### src/rtl/frame_loader.sv
// Frame loader: buffers PS words in a small FIFO and presents one frame at a time to the
// Viterbi symbol slicer. Optional underrun counter is enabled by FRAME_LOADER_UNDERRUN_CNT_EN.
module frame_loader #(
  parameter int DEPTH   = 4,
  parameter int FRAME_W = 16
) (
  input  logic               clk,
  input  logic               rst,
  input  logic               i_code_rate,
  input  logic               i_start,
  input  logic               i_wr_valid,
  input  logic [FRAME_W-1:0] i_wr_data,
  input  logic               i_wr_last,
  output logic               o_wr_ready,
  output logic [FRAME_W-1:0] o_data_frame,
  output logic               o_en_s,
  output logic               o_ood,
  output logic               o_busy
`ifdef FRAME_LOADER_UNDERRUN_CNT_EN
  ,
  output logic [15:0]        o_underrun_cnt
`endif
);

  localparam int AW = $clog2(DEPTH);
  localparam int PW = AW + 1;
  localparam logic CODE_RATE_2 = 1'b0;
  localparam logic CODE_RATE_3 = 1'b1;

  typedef enum logic [1:0] {
    S_IDLE  = 2'd0,
    S_FETCH = 2'd1,
    S_EMIT  = 2'd2,
    S_DONE  = 2'd3
  } state_t;

  state_t             state_q, state_d;
  logic               rate_q, rate_d;
  logic [1:0]         beat_q, beat_d;
  logic               last_q, last_d;
  logic               last_seen_q, last_seen_d;
  logic [PW-1:0]      wr_ptr_q, wr_ptr_d;
  logic [PW-1:0]      rd_ptr_q, rd_ptr_d;
  logic [FRAME_W-1:0] frame_q, frame_d;
  logic               en_q, en_d;
  logic               ood_q, ood_d;
  logic               busy_q, busy_d;
  logic               wr_ready_q, wr_ready_d;

  logic [FRAME_W-1:0] mem_q      [DEPTH];
  logic               mem_last_q [DEPTH];

  logic               empty;
  logic               full_d;
  logic               push;
  logic               pop;
  logic               start_run;
  logic               start_done;
  logic [1:0]         beats_m1;

  assign empty      = (wr_ptr_q == rd_ptr_q);
  assign push       = i_wr_valid && wr_ready_q;
  assign start_run  = (state_q == S_IDLE) && i_start;
  assign start_done = (state_q == S_DONE) && i_start;
  assign beats_m1   = (rate_q == CODE_RATE_3) ? 2'd1 : 2'd3;

  // Pop either on the first fetch or directly at the last beat, so back-to-back frames have no bubble.
  assign pop = ((state_q == S_FETCH) && !empty) ||
               ((state_q == S_EMIT) && (beat_q == 2'd0) && !last_q && !empty);

  // State register
  always_ff @(posedge clk or negedge rst) begin
    if (!rst) begin
      state_q <= S_IDLE;
    end else begin
      state_q <= state_d;
    end
  end

  // Next-state logic
  always_comb begin
    state_d = state_q;
    case (state_q)
      S_IDLE: begin
        if (i_start) state_d = S_FETCH;
      end
      S_FETCH: begin
        if (!empty) state_d = S_EMIT;
      end
      S_EMIT: begin
        if (beat_q == 2'd0) begin
          if (last_q)      state_d = S_DONE;
          else if (empty)  state_d = S_FETCH;
          else             state_d = S_EMIT;
        end
      end
      S_DONE: begin
        if (i_start) state_d = S_IDLE;
      end
      default: state_d = S_IDLE;
    endcase
  end

  // Datapath and FIFO pointer next values
  always_comb begin
    rate_d      = rate_q;
    beat_d      = beat_q;
    last_d      = last_q;
    last_seen_d = last_seen_q;
    wr_ptr_d    = wr_ptr_q;
    rd_ptr_d    = rd_ptr_q;
    frame_d     = frame_q;

    if (start_run) begin
      rate_d      = i_code_rate;
      wr_ptr_d    = '0;
      rd_ptr_d    = '0;
      last_seen_d = 1'b0;
    end else begin
      wr_ptr_d    = wr_ptr_q + PW'(push);
      rd_ptr_d    = rd_ptr_q + PW'(pop);
      last_seen_d = last_seen_q | (push & i_wr_last);
    end

    if (pop) begin
      frame_d = mem_q[rd_ptr_q[AW-1:0]];
      last_d  = mem_last_q[rd_ptr_q[AW-1:0]];
      beat_d  = beats_m1;
    end else if ((state_q == S_EMIT) && (beat_q != 2'd0)) begin
      beat_d  = beat_q - 2'd1;
    end

    if (start_done) begin
      frame_d = '0;
    end
  end

  // Output logic: next values of the registered outputs, decoded from the next state
  always_comb begin
    full_d     = (wr_ptr_d[AW] != rd_ptr_d[AW]) && (wr_ptr_d[AW-1:0] == rd_ptr_d[AW-1:0]);
    en_d       = (state_d == S_EMIT);
    ood_d      = (state_d == S_DONE);
    busy_d     = (state_d != S_IDLE);
    wr_ready_d = !full_d && !last_seen_d && ((state_d == S_FETCH) || (state_d == S_EMIT));
  end

  always_ff @(posedge clk or negedge rst) begin
    if (!rst) begin
      rate_q      <= CODE_RATE_2;
      beat_q      <= 2'd0;
      last_q      <= 1'b0;
      last_seen_q <= 1'b0;
      wr_ptr_q    <= '0;
      rd_ptr_q    <= '0;
      frame_q     <= '0;
      en_q        <= 1'b0;
      ood_q       <= 1'b0;
      busy_q      <= 1'b0;
      wr_ready_q  <= 1'b0;
    end else begin
      rate_q      <= rate_d;
      beat_q      <= beat_d;
      last_q      <= last_d;
      last_seen_q <= last_seen_d;
      wr_ptr_q    <= wr_ptr_d;
      rd_ptr_q    <= rd_ptr_d;
      frame_q     <= frame_d;
      en_q        <= en_d;
      ood_q       <= ood_d;
      busy_q      <= busy_d;
      wr_ready_q  <= wr_ready_d;
    end
  end

  // FIFO storage carries no reset; the pointers alone define what is valid.
  always_ff @(posedge clk) begin
    if (push) begin
      mem_q[wr_ptr_q[AW-1:0]]      <= i_wr_data;
      mem_last_q[wr_ptr_q[AW-1:0]] <= i_wr_last;
    end
  end

  assign o_wr_ready   = wr_ready_q;
  assign o_data_frame = frame_q;
  assign o_en_s       = en_q;
  assign o_ood        = ood_q;
  assign o_busy       = busy_q;

`ifdef FRAME_LOADER_UNDERRUN_CNT_EN
  logic        first_q, first_d;
  logic [15:0] ucnt_q, ucnt_d;

  // Only gaps after the first frame of the run count as underruns.
  always_comb begin
    first_d = first_q;
    ucnt_d  = ucnt_q;
    if (start_run || start_done) begin
      first_d = 1'b0;
      ucnt_d  = '0;
    end else begin
      if (pop) first_d = 1'b1;
      if ((state_q == S_FETCH) && empty && first_q && (ucnt_q != 16'hFFFF)) begin
        ucnt_d = ucnt_q + 16'd1;
      end
    end
  end

  always_ff @(posedge clk or negedge rst) begin
    if (!rst) begin
      first_q <= 1'b0;
      ucnt_q  <= '0;
    end else begin
      first_q <= first_d;
      ucnt_q  <= ucnt_d;
    end
  end

  assign o_underrun_cnt = ucnt_q;
`endif

endmodule
### config.mk
export PLATFORM = sky130hd
export DESIGN_NAME = frame_loader
export DESIGN_NICKNAME = d
export VERILOG_FILES = /design/src/rtl/frame_loader.sv
export SDC_FILE = /design/constraint.sdc
export NUM_CORES = 1
export LEC_CHECK = 0
export ABC_AREA = 1
export BUFFER_PORTS_ARGS = -buffer_cell sky130_fd_sc_hd__clkbuf_2
export CORE_MARGIN = 10
export CORE_UTILIZATION = 40
export DETAILED_ROUTE_END_ITERATION = 10
export SETUP_SLACK_MARGIN = 0.5
export SLEW_MARGIN = 10
export SYNTH_ARGS = -nofsm -noshare
export SYNTH_HDL_FRONTEND = slang
export SYNTH_SLANG_ARGS = --single-unit
### constraint.sdc
create_clock -name clk -period 6.6 [get_ports clk]
set_input_delay 1.32 -clock clk [delete_from_list [all_inputs] [get_ports clk]]
set_output_delay 1.32 -clock clk [all_outputs]
set_load 0.01 [all_outputs]
After elaboration in Yosys (flattened, before gate mapping)
Memory sizes are Yosys's and may differ from the RTL's. A register that Yosys moved wholly into a read port is not among the register bits.
Cells that the tools add are included.
- flip-flop bits (word level): 32
- output and inout port bits: 20
- bits of input ports: 22
- memories: 2
- word-level logic and storage cells: 68
- bits in writable memories: 68
- reductions and logical operators: 24
- equality and inequality tests: 9
- bitwise gates (word level): 2
- muxes and demuxes: 17
- add/sub/neg operators: 3
- memory list (name ; depth ; width ; read ports ; clocked after memory_dff ; wr ports ; line ; text):
    mem_q ; 4 ; 16 ; 1 ; 0 ; 1 ; 50 ; logic [FRAME_W-1:0] mem_q [DEPTH];
    mem_last_q ; 4 ; 1 ; 1 ; 1 ; 1 ; 51 ; logic mem_last_q [DEPTH];
- operator list (operator ; count):
    two-way mux 16 bit ; 2
    two-way mux 2 bit ; 9
    logical AND 1 bit ; 11
    == test 2 bit, second input constant ; 4
    one-hot mux 2 bit (4 select lines) ; 1
    nonzero test 2 bit ; 4
    adder 3 x 1 -> 3 bit ; 2
    two-way mux 3 bit ; 2
    logical NOT 1 bit ; 5
    == test 2 x 1 -> 1 bit, second input constant ; 2
    logical NOT 2 bit ; 2
    == test 3 bit ; 1
    two-way mux 1 bit ; 3
    == test 2 bit ; 1
    logical OR 1 bit ; 2
    subtractor 2 x 1 -> 2 bit, second input constant ; 1
    bitwise AND 1 bit ; 1
    inequality test 1 bit ; 1
    OR 1 bit ; 1

Longest topological paths before layout
- word-level depth: 12
- mapped depth: 15
- gate-level depth less buffers: 13

Worst setup path before layout
No wires, ideal clock.
- path kind: input -> register
- from: input i_wr_valid
- to: memory mem_last_q[2] (enable)
- buffers on the path: 0
- stages on the path: 2
- slack: 3563 ps
- required time: 6187 ps
- library setup time: 413 ps
- arrival time: 2625 ps
- cell sequence: nand2_1 > nor3_1
- cells in the longest elaborated chain, start to end: 3
- ends and longest elaborated chain (element ; line ; text):
    start, declared ; 11 ; input logic i_wr_valid,
    logical AND 1 bit ; 62 ; assign push = i_wr_valid && wr_ready_q;
    two-way mux 1 bit ; 177 ; if (push) begin
    two-way mux 1 bit (not written as such) ; 179 ; mem_last_q[wr_ptr_q[AW-1:0]] <= i_wr_last;
    end, declared ; 51 ;
No other way between the ends.

Final worst setup path
- from: register rd_ptr_q[0]
- to: register wr_ready_q, in the netlist o_wr_ready
- cells in the longest elaborated chain, start to end: 11
- elaborated cells on any way between the ends: 21
- classes of those cells: add/sub (1); eq/ne (5); mux (6); reduce/logical (9)
- ends and longest elaborated chain (element ; line ; text):
    start, declared ; 43 ; logic [PW-1:0] rd_ptr_q, rd_ptr_d;
    start signal, assigned ; 166 ; rd_ptr_q <= rd_ptr_d;
    == test 3 bit ; 61 ; assign empty = (wr_ptr_q == rd_ptr_q);
    logical NOT 1 bit ; - ;
    logical AND 1 bit (on tied branches) ; 68, 69 ;
    logical OR 1 bit ; 68 ; assign pop = ((state_q == S_FETCH) && !empty) ||
    adder 3 x 1 -> 3 bit ; 121 ; rd_ptr_d = rd_ptr_q + PW'(pop);
    two-way mux 3 bit ; 114 ; if (start_run) begin
    == test 2 bit / inequality test 1 bit (equally long branches) ; 140 ; full_d = (wr_ptr_d[AW] != rd_ptr_d[AW]) && (wr_ptr_d[AW-1:0] == rd_ptr_d[AW-1:0]);
    logical AND 1 bit ; 140 ;
    logical NOT 1 bit ; 144 ; wr_ready_d = !full_d && !last_seen_d && ((state_d == S_FETCH) || (state_d == S_EMIT));
    logical AND 1 bit ; 144 ;
    logical AND 1 bit * ; 144 ;
    named net wr_ready_d ; 48 ; logic wr_ready_q, wr_ready_d;
    end signal, assigned ; 171 ; wr_ready_q <= wr_ready_d;
    end, declared ; 48 ;
The timed path passes the listed nets; every way through them passes the cells marked *.
A chain may end at the register's enable or synchronous reset.

==> out/metrics.yaml <==
setup_path:
  max_stage_delay_ns: 0.41
  worstPathArrival_ns: 3.05
  slowest_stage: "dfrtp_1"
  crit_top_cell: "nand2_1"
  critical_path_class: "register to register"
  cp_cell_sequence: "buf_4, inv_4, nand2_1, nand2_1, nand3_2, o21ai_2, inv_4, ha_1, ha_1, inv_1, nand3_1, nand2_1, nor2_1, a21oi_1"
  startpoint_type: "register"
  endpoint_kind: "register"
  cp.required_ns: 6.86
  cp_max_fo: 36
die:
  core_um2: 9910
  io_pins: 42
  die-height_um: 121.4
  std_cell_rows: 36
  start_util: 0.4146
  die_w_um: 121.4
  dieArea_um2: 14730
place:
  place_congestion: 0.7619
  dp_hpwl_um: 5784
  port_buffers: 41
timing:
  relSlewSlack: 0.4424
  fmax_ghz: 0.3588
  hold-worst-slack_ns: 0.5082
  rsz0062_at_grt: "no"
  hold_viol_final: 0
  period_minus_slack_ns: 2.787
  tightest_slew_ns: 0.8363
  fin_crit_sh: 0.4223
  setup_viol: 0
  setup_tns_ns: 0
  fin_skew_ns: 0.009407
  slew_viol_final: 0
synthesis:
  synth.avg_cell_area_um2: 11.61
  synth_commonest_cells: "edfxtp_1 (68), nand2_1 (64), nor2_1 (43), o21ai_0 (38), dfrtp_1 (33)"
  yosysMostFrequentCell: "edfxtp_1"
  ys_seq_area_frac: 0.6979
  synth_edf_count: 68
  async_reset_ff_frac: 0.3267
  synth_area_um2: 4109
  synthCells: 354
  synth_top_area_frac: 0.4970
  synth-warning-count: 0
  synth.largest_area_cell: "edfxtp_1"
  synth.distinct_cells: 28
  ys_ff_latch: 101
  synth.area.top_cells: "edfxtp_1 (50%), dfrtp_1 (20%), nand2_1 (5.8%), o21ai_0 (4.6%), nor2_1 (3.9%)"
  synth_fp_nets: 384
  ys.flop_type: "edfxtp_1"
power_and_ir_drop:
  power.total_mw: 2.002
  max-vdd-ir-drop_mv: 0.1429
  leakagePower_nw: 1.962
  pwr_density_cell_nw_per_um2: 430.0
route:
  ant_nets: 0
  post-route-drc-count: 0
  vias: 2616
  drt-initial-drc-count: 172
  viasPerCell: 4.890
  drt-wirelength-per-cell_um: 15.83
  first_pass_iters: 4
  wirelength_um: 8469
status:
  status: "finished, final reports clean"
cts:
  post_cts_buffers: 0
  clock_path_buffers: 2
  postCtsHoldBufs: 0
  cts_buffers: 9
  root_buffer: "clkbuf_8"
  clock_latency_ns: 0.36
  htreeDepth: 3
  clk_pin_slew_ns: 0.10
  cts.sinks: 101
  cts_tree: "built"
  post_cts_resized: 0
finish:
  drive_gt1_frac: 0.1891
  n_antenna_cell: 0
  final_nets: 427
  syn_to_final_growth_pct: 13.31
grt:
  grt_pass1_vias: 2717
  antenna_found_initial: 0
  track_usage: 0.1195
  grt_max_degree: 37
  grt_pass1_wl_um: 13830
  grt_overflow_total: 0
hold_path:
  holdCritPathClass: "register to register"
flow_run:
  maxCapViolCount: 0
-- worst paths after layout --
path	start	to	slack [ns]	depth (start not counted)
worst min register to register	o_data_frame[1]	o_data_frame[1]	0.51	2
worst min-delay path	o_data_frame[1]	o_data_frame[1]	0.51	2
worst max-delay path	rd_ptr_q[0]	o_wr_ready	3.81	14
worst max register to register	rd_ptr_q[0]	o_wr_ready	3.81	14
min in group asynchronous	rst	o_ood	1.02	1
max in group asynchronous	rst	o_data_frame[4]	5.07	1
-- layout make-up --
| class | count | area [um2] |
|---|---|---|
| Timing Repair Buffer | 46 | 242.7 |
| Inverter | 25 | 98.84 |
| Clock buffer | 9 | 123.9 |
| Tap cell | 133 | 166.4 |
| Sequential cell | 101 | 2868 |
| Clock inverter | 7 | 75.07 |
| Multi-Input combinational cell | 214 | 1081 |
| Fill cell | 916 | 5254 |
-- per-layer routing --
metal	vias up	GRT usage	wire length [um]
li1	1307	-	-
met1	1223	0.1588	4036
met2	76	0.1850	3766
met3	10	0.02141	525
met4	0	0.05589	140
met5	-	0	0
-- report_power, final --
group | switching (mW) | total, mW | internal (mW)
sequential | 0.0895 | 0.897 | 0.808
combinational | 0.471 | 0.713 | 0.242
clock | 0.215 | 0.392 | 0.176
-- per-stage QoR --
step / utilization / instance area [um2] / instances / worst slack (ns)
2_1_floorplan: - / 4109 / 354 / 3.563
3_5_place_dp: 0.4497 / 4457 / 519 / 3.802
3_3_place_gp: 0.4497 / 4457 / 519 / 3.887
6_report: 0.4698 / 4656 / 535 / 3.813
4_1_cts: 0.4698 / 4656 / 535 / 3.798
5_1_grt: 0.4698 / 4656 / 535 / 3.430
-- cells by family (layout without fill, tap and decap cells) --
logic type / Yosys count / after routing / share of synthesized area
AO/OA/AOI/OAI: 59 / 59 / 0.07917
buffers and inverters: 39 / 87 / 0.04385
flip-flops: 101 / 101 / 0.6979
adder cells (fa/ha/maj): 8 / 8 / 0.02436
AND/OR/NAND/NOR: 144 / 144 / 0.1483
XOR/XNOR: 3 / 3 / 0.006396
-- placed cells by master (no fill, tap or decap), types with 2 or more instances in the layout --
cell / count
a21oi_1: 2
buf_4: 5
clkbuf_2: 41
clkbuf_8: 9
clkinvlp_4: 3
dfrtp_1: 33
edfxtp_1: 68
ha_1: 8
inv_1: 22
inv_4: 2
nand2_1: 64
nand3_1: 25
nand3_2: 2
nand4_1: 2
nor2_1: 43
nor3_2: 4
o21ai_0: 38
o22ai_1: 16
xnor2_1: 2
-- sequential cells by signal (all words and copies together), names as in the netlist --
name          count
beat_q            2
last_q            1
last_seen_q       1
mem_last_q        4
mem_q            64
o_busy            1
o_data_frame     16
o_en_s            1
o_ood             1
o_wr_ready        1
rate_q            1
rd_ptr_q          3
state_q           2
wr_ptr_q          3
-- worst max-delay path, delay by kind of cell (launching register included) --
family / cells / cell delay (ns)
buffers and inverters: 4 / 0.79
adders and majority gates: 2 / 0.53
AOI/OAI and AO/OA: 2 / 0.41
DFF: 1 / 0.41
and+or+nand+nor: 6 / 0.51
Power figures use the tool's default switching activity.
